==> src/rtl/cell_window_shifter.sv <==
// cell_window_shifter
//   Builds an OUT_W = CHUNK_W + HALO_W bit neighbourhood window from row
//   chunks for the automaton rule pipeline. Each accepted chunk is either
//   shifted in whole (chunk step, one window per chunk) or one bit at a time
//   MSB-first (bit step, one window per bit). The mode is latched with the
//   chunk. Backpressure from out_ready stalls all shifting.
//
//   Optional build macro: CELL_WINDOW_PRELOAD_EN
//     defined   - reset/flush preload fill_level to OUT_W, so the all-zero
//                 window acts as a dead-cell boundary and the first shift
//                 already produces a window.
//     undefined - fill_level starts at 0; a window is presented only once
//                 OUT_W bits have been shifted in since reset/flush.
//
// Ports
//   clk        in   clock, all state on rising edge
//   clear_n    in   asynchronous active-low reset
//   flush      in   synchronous clear of window/hold/fill (row boundary)
//   step_bit   in   mode for the chunk being accepted: 1 bit step, 0 chunk step
//   in_valid   in   din valid
//   in_ready   out  chunk accepted when in_valid & in_ready
//   din        in   CHUNK_W row chunk, MSB is leftmost cell
//   out_valid  out  dout holds a fresh complete window
//   out_ready  in   consumer takes window when out_valid & out_ready
//   dout       out  OUT_W window, dout[OUT_W-1] oldest bit
//   fill_level out  valid bits in window, saturates at OUT_W
module cell_window_shifter #(
    parameter int CHUNK_W = 20,
    parameter int HALO_W  = 2,
    localparam int OUT_W  = CHUNK_W + HALO_W,
    localparam int FILL_W = $clog2(OUT_W + 1)
) (
    input  logic               clk,
    input  logic               clear_n,
    input  logic               flush,
    input  logic               step_bit,
    input  logic               in_valid,
    output logic               in_ready,
    input  logic [CHUNK_W-1:0] din,
    output logic               out_valid,
    input  logic               out_ready,
    output logic [OUT_W-1:0]   dout,
    output logic [FILL_W-1:0]  fill_level
);

    localparam int CNT_W = $clog2(CHUNK_W + 1);
    localparam logic [CNT_W-1:0]  CNT_FULL = CNT_W'(CHUNK_W);
    localparam logic [CNT_W-1:0]  CNT_ONE  = CNT_W'(1);
    localparam logic [FILL_W-1:0] FILL_MAX = FILL_W'(OUT_W);
`ifdef CELL_WINDOW_PRELOAD_EN
    localparam logic [FILL_W-1:0] FILL_INIT = FILL_MAX;
`else
    localparam logic [FILL_W-1:0] FILL_INIT = '0;
`endif

    logic [OUT_W-1:0]   window;
    logic [CHUNK_W-1:0] hold;
    logic [CNT_W-1:0]   hold_cnt;
    logic               hold_mode;

    logic               can_shift;
    logic               accept;
    logic               out_fire;
    logic [FILL_W:0]    fill_sum;
    logic [FILL_W-1:0]  fill_next;

    assign dout = window;

    always_comb begin
        can_shift = (hold_cnt != '0) && (!out_valid || out_ready)
                    && (hold_mode || (hold_cnt == CNT_FULL));
        // Ready when hold is empty, or when this cycle's shift drains the
        // last held bits, so back-to-back chunks see no bubble.
        in_ready  = !flush && ((hold_cnt == '0)
                    || (can_shift && (!hold_mode || (hold_cnt == CNT_ONE))));
        accept    = in_valid && in_ready;
        out_fire  = out_valid && out_ready;
        // One extra bit so the pre-saturation sum cannot wrap.
        fill_sum  = {1'b0, fill_level}
                    + (hold_mode ? (FILL_W+1)'(1) : (FILL_W+1)'(CHUNK_W));
        fill_next = (fill_sum >= {1'b0, FILL_MAX}) ? FILL_MAX : fill_sum[FILL_W-1:0];
    end

    always_ff @(posedge clk or negedge clear_n) begin
        if (!clear_n) begin
            window     <= '0;
            hold       <= '0;
            hold_cnt   <= '0;
            hold_mode  <= 1'b0;
            fill_level <= FILL_INIT;
            out_valid  <= 1'b0;
        end else if (flush) begin
            window     <= '0;
            hold       <= '0;
            hold_cnt   <= '0;
            hold_mode  <= 1'b0;
            fill_level <= FILL_INIT;
            out_valid  <= 1'b0;
        end else begin
            if (can_shift) begin
                if (hold_mode) begin
                    window   <= {window[OUT_W-2:0], hold[CHUNK_W-1]};
                    hold     <= {hold[CHUNK_W-2:0], 1'b0};
                    hold_cnt <= hold_cnt - CNT_ONE;
                end else begin
                    window   <= {window[HALO_W-1:0], hold};
                    hold_cnt <= '0;
                end
                fill_level <= fill_next;
                out_valid  <= (fill_next == FILL_MAX);
            end else if (out_fire) begin
                out_valid <= 1'b0;
            end
            // Accept only happens when the hold is empty or being drained
            // this cycle, so the load safely overrides the shift updates.
            if (accept) begin
                hold      <= din;
                hold_cnt  <= CNT_FULL;
                hold_mode <= step_bit;
            end
        end
    end

endmodule
==> config.mk <==
export PLATFORM = sky130hd
export DESIGN_NAME = cell_window_shifter
export DESIGN_NICKNAME = d
export VERILOG_FILES = /design/src/rtl/cell_window_shifter.sv
export SDC_FILE = /design/constraint.sdc
export NUM_CORES = 1
export LEC_CHECK = 0
export CAP_MARGIN = 20
export CORE_ASPECT_RATIO = 0.5
export CORE_MARGIN = 1
export CORE_UTILIZATION = 45
export DETAILED_ROUTE_END_ITERATION = 16
export PLACE_DENSITY = 0.68
export SKIP_LAST_GASP = 1
export SYNTH_ARGS = -nofsm -noshare
export SYNTH_HDL_FRONTEND = slang
export SYNTH_SLANG_ARGS = --single-unit
==> constraint.sdc <==
create_clock -name clk -period 7.35 [get_ports clk]
set_clock_uncertainty 0.15 [all_clocks]
set_input_delay 1.47 -clock clk [delete_from_list [all_inputs] [get_ports clk]]
set_output_delay 1.47 -clock clk [all_outputs]
set_load 0.005 [all_outputs]
==> impl_metrics.json <==
{
  "die_x_um": 120.2,
  "rows": 21,
  "cts_setup_buffers": 0,
  "syn_nets": 348,
  "setup_violations": 0,
  "worst_pin_slew_ns": 0.8508,
  "cts-htree-levels": 2,
  "nets": 384,
  "coreArea_mm2": 0.006726,
  "cp.required_ns": 5.73,
  "cp-start-kind": "input pin",
  "final_common_cell": "dfrtp_1",
  "fp.dieH_um": 61.10,
  "endpoint_kind": "primary output",
  "syn_to_final_growth_pct": 22.05,
  "crit_arrival_ns": 3.55,
  "grt_start_max_net_pins": 55,
  "wl_per_cell_um": 17.14,
  "place_congestion": 0.8633,
  "clkTransAtPathRegs_ns": 0.06,
  "cts_buffers": 5,
  "drv_cap": 0,
  "status": "finished clean",
  "die-area_mm2": 0.007343,
  "routed_wl_um": 7593,
  "final_max_slew_viol_count": 0,
  "num_vias": 2640,
  "ctsHoldBuffers": 0,
  "worstSkewPairLatency_ns": 0.29,
  "path_max_fanout": 22,
  "async_reset_ff_share_pct": 100.0,
  "drtPass1Iterations": 4,
  "yosysSeqAreaShare_pct": 42.99,
  "ir_worst_vdd_mv": 0.1819,
  "cts_root_buf": "clkbuf_16",
  "dp_hpwl_um": 4795,
  "io_buffers": 54,
  "drc": 0,
  "design_area_mm2": 0.003836,
  "grt_first_pass_wirelength_um": 12540,
  "antennaDiodeCount": 0,
  "layout_common_cells": "53 x dfrtp_1, 52 x clkdlybuf4s50_1, 30 x nor2_1",
  "seq_area_mm2": 0.001353,
  "placed_area_mm2": 0.003701,
  "multi_input_area_mm2": 0.001632,
  "grt_usage_pct": 21.85,
  "io-pin-count": 55,
  "cts_resized": 0,
  "grt_overflow": 0,
  "fill_cells": 627,
  "slew_headroom_pct": 43.16,
  "hold_viol_final": 0,
  "via_per_inst": 5.959,
  "first_global_vias": 2525,
  "powerDensity_mw_per_mm2": 336.7,
  "hold_class": "reg2reg",
  "setup_tns_ns": 0,
  "drt_iter0_drc": 182,
  "clk_path_buf_depth": 2,
  "fmax_ghz": 0.1935,
  "synth_warnings": 0,
  "postSynthAreaPerCell_um2": 9.978,
  "hold_slack_ns": 0.4002,
  "finalCritPeriodShare_pct": 70.33,
  "syn_inst": 315,
  "initial_core_util_pct": 46.73,
  "dominantRegCellSynth": "dfrtp_1",
  "power.leakage_nw": 1.549,
  "clkSinkCount": 54,
  "synth_cell_types": 47,
  "ys_ff_latch": 54,
  "synth_edf_count": 0,
  "finalCriticalPeriod_ns": 5.169,
  "antenna_found_initial": 0,
  "cts_tree": "done",
  "ant_nets": 0,
  "drive_gt1_share_pct": 7.407,
  "rsz0062_at_grt": "no",
  "syn-cell-area_mm2": 0.003143,
  "crit_type": "in2out"
}
## worst paths after layout
check                              start  slack, ns            end  cells after the start
setup / recovery               out_ready       2.18       in_ready                      6
hold / removal             fill_level[4]       0.40  fill_level[4]                      2
setup reg to reg             hold_cnt[0]       3.77        hold[0]                      7
hold reg to reg            fill_level[4]       0.40  fill_level[4]                      2
max in group asynchronous        clear_n       5.40      hold_mode                      2
min in group asynchronous        clear_n       1.16        dout[6]                      2
## per-layer routing
metal	vias up	global-route usage, %	share of wire [%]
met5	-	0	0
met4	0	6.607	1.1
met3	10	4.167	3.5
met2	58	36.45	49
met1	1310	29.66	47
li1	1262	-	-
## report_power, final
group          internal, mW  switching, mW
clock network         0.123          0.104
registers             0.386         0.0850
logic                 0.273          0.320
## state kept, by name (all words and copies together) (netlist names)
register,cells
dout,22
fill_level,5
hold,20
hold_cnt,5
hold_mode,1
out_valid,1
## worst max-delay path: stages
cell,delay [ns]
clkdlybuf4s50_1,0.47
nand2b_1,0.67
o211a_1,0.27
a21oi_1,0.07
nor2_1,0.10
clkdlybuf4s50_1,0.50
## stage by stage
| stage | instances | worst slack, ns | power [mW] | utilization, % |
|---|---|---|---|---|
| 2_1_floorplan | 315 | 3.372 | 0.8576 | - |
| 3_3_place_gp | 436 | 2.181 | 1.042 | 55.02 |
| 3_5_place_dp | 436 | 2.163 | 1.066 | 55.02 |
| 4_1_cts | 443 | 2.176 | 1.296 | 57.03 |
| 5_1_grt | 443 | 2.046 | 1.383 | 57.03 |
| 6_report | 443 | 2.181 | 1.292 | 57.03 |
## Yosys cell counts (2+ instances only)
library cell   n  area share [%]
buf_6          3             1.1
o21ai_0        5            0.80
inv_1          7            0.84
clkbuf_1      24             2.9
nand4_1       22             4.4
xor2_1         2            0.56
a31oi_1        5             1.0
and3_1         2            0.40
ha_1           7             2.8
mux2_1        15             5.4
o31ai_1       19             4.5
nor3b_1        2            0.48
nand2_1        7            0.84
nand2b_1       2            0.40
mux2_2         5             1.8
o211a_1        2            0.64
nand3_1        2            0.32
buf_1          3            0.36
a211oi_1      23             5.5
dfrtp_1       54              43
and4b_1        2            0.64
nor3_1         4            0.64
a21oi_1       21             3.3
nor2_1        30             3.6
mux2i_1       25             8.0
## area by class of cell
type / instances / share of cell area [%]
Tap cell: 92 / 3.001
Clock inverter: 2 / 0.2609
Sequential cell: 54 / 35.26
Clock buffer: 5 / 3.262
Multi-Input combinational cell: 223 / 42.53
Timing Repair Buffer: 60 / 15.00
Inverter: 7 / 0.6849
## kinds of logic after synthesis
family | share of synthesized area [%]
flops | 42.99
fa+ha+maj | 2.786
mux | 15.13
compound gates | 19.59
buf+inv | 5.295
xor+xnor | 0.8361
simple gates | 13.38
No activity file was read; power rests on OpenSTA's default activity.
==> edit, RTL diff (same settings) <==
Compare `hold_cnt` against `CNT_FULL` with >= in place of ==.
--- a/src/rtl/cell_window_shifter.sv
+++ b/src/rtl/cell_window_shifter.sv
@@ -69,5 +69,5 @@
     always_comb begin
         can_shift = (hold_cnt != '0) && (!out_valid || out_ready)
-                    && (hold_mode || (hold_cnt == CNT_FULL));
+                    && (hold_mode || (hold_cnt >= CNT_FULL));
         // Ready when hold is empty, or when this cycle's shift drains the
         // last held bits, so back-to-back chunks see no bubble.
Check against the original RTL: no difference found for any inputs over 10 cycles, from zero or initial values; that may be too few to reach the edited logic, so the function may still have changed.
==> edit against the original RTL <==
- power down 3.6%
- worst setup slack better by 110 ps
- sequential cell count unchanged
- critical path depth down 1
- non-clock buffer count unchanged
- synthesized area down 0.92%
- register-to-register slack better by 860 ps
- combinational power down 6.4%
- final area up 0.46%
- routed wire length down 12%
- critical path type unchanged
- largest cell class unchanged
==> edit: results (changes against the original RTL) <==
stage,metric,value,unit,change
global_route,grt_use_total,18.9,%,-3.0 points
global_route,grt_max_degree,59,,+7.3%
yosys,synth_adder_area_share,2.81,%,+0.026 points
yosys,synthCells,289,,-8.3%
power_and_ir_drop,p_leak,0.00158,uW,+1.9%
placement,dp_hpwl,4410,um,-8.1%
timing,tightest_slew,797,ps,-53.7 ps
final_layout,fill_cells,553,,-12%
yosys,synth.distinct_cells,54,,+15%
final_layout,drive_above_1_share,11.3,%,+3.9 points
detailed_routing,wire_per_inst,15.7,um,-8.3%
yosys,synth.area.top_cells,"dfrtp_1 43%, mux2i_1 13%, mux2_4 6.7%",,
setup_path,reg2reg_slack,4630,ps,+860 ps
yosys,synth_area_per_cell,10.8,um2,+8.0%
clock_tree,clkTransAtPathRegs,70,ps,
final_layout,multi_input_cells,205,,-8.1%
final_layout,final-nonclk-buf-share,15.1,%,+0.062 points
timing,holdWs,438,ps,+37.4 ps
detailed_routing,remaining_drc_errors,0,,unchanged
setup_path,rr_worst_depth,6,,-1
setup_path,cp.arrival,3440,ps,-110 ps
placement,place_ws,2290,ps,+127 ps
placement,io_buffers,54,,unchanged
final_layout,layout.non_clock_inverters,8,,+1
yosys,synth_top_area_share,43.4,%,+0.40 points
yosys,synth-xor-area-share,0.562,%,-0.27 points
setup_path,cp_slowest_cell,nor2b_1,,
yosys,synth_compound_area_share,14.4,%,-5.2 points
final_layout,finish.net_count,367,,-4.4%
final_layout,syn2layout_area_growth,23.7,%,
power_and_ir_drop,p_clk_share,18.8,%,+1.2 points
setup_path,critical_path.top_delay_family,simple AND/OR/NAND/NOR gates,,
final_layout,sh_seq_area,35.1,%,-0.19 points
placement,post_dp_cell_area,0.00371,mm2,+0.27%
final_layout,clock_buffers,6,,+1
timing,layout_setup_ws,2290,ps,+106 ps
detailed_routing,dr.first_iter.drc_count,175,,-3.8%
yosys,muxShareOfSynthArea,22.1,%,+7.0 points
final_layout,multi_input_area,0.00164,mm2,+0.46%
detailed_routing,dr_total_vias,2335,,-12%
power_and_ir_drop,p_comb_share,44.5,%,-1.4 points
placement,dp_cells,415,,-4.8%
detailed_routing,routed_wl,6650,um,-12%
yosys,synth_fp_nets,322,,-7.5%
run_status,status,"complete, no violations",,
power_and_ir_drop,irDropWorstVdd,0.000125,V,-31%
final_layout,clk_share,3.70,%,+0.18 points
global_route,grt_pass1_vias,2152,,-15%
yosys,yosysSeqAreaShare,43.4,%,+0.40 points
power_and_ir_drop,p_sw,448,uW,-12%
placement,place.gp.congestion,0.798,,-7.6%
yosys,synth_common_cells,"54 x dfrtp_1, 41 x mux2i_1, 28 x nor2_1",,
setup_path,cpPeakStageDelay,620,ps,-50 ps
==> edit: per-layer routing <==
metal  track usage, %  up-vias  wire [um]
li1                 -     1153          -
met1             25.9     1136       3310
met2             32.3       44       3090
met3             3.20        2        213
met4             3.75        0         34
met5                0        -          0
==> edit: worst min-delay path by stage <==
stage,depth (start not counted),start,end
floorplan,2,fill_level[0],fill_level[0]
global placement,2,fill_level[0],fill_level[0]
detailed placement,2,dout[21],dout[21]
CTS,2,fill_level[0],fill_level[0]
global route,2,fill_level[0],fill_level[0]
finish,2,dout[21],dout[21]
==> edit: kinds of logic (layout without fill, tap and decap cells) <==
family | count (synthesis) | after routing
simple gates | 75 | 75
fa+ha+maj | 7 | 7
compound gates | 60 | 60
flops | 54 | 54
buf+inv | 30 | 76
mux | 61 | 61
xor+xnor | 2 | 2
==> edit: worst min-delay path: cells and delay by family, from the launching register on <==
family | cells | cell delay, ps
compound gates | 1 | 60
flops | 1 | 390
simple gates | 1 | 100
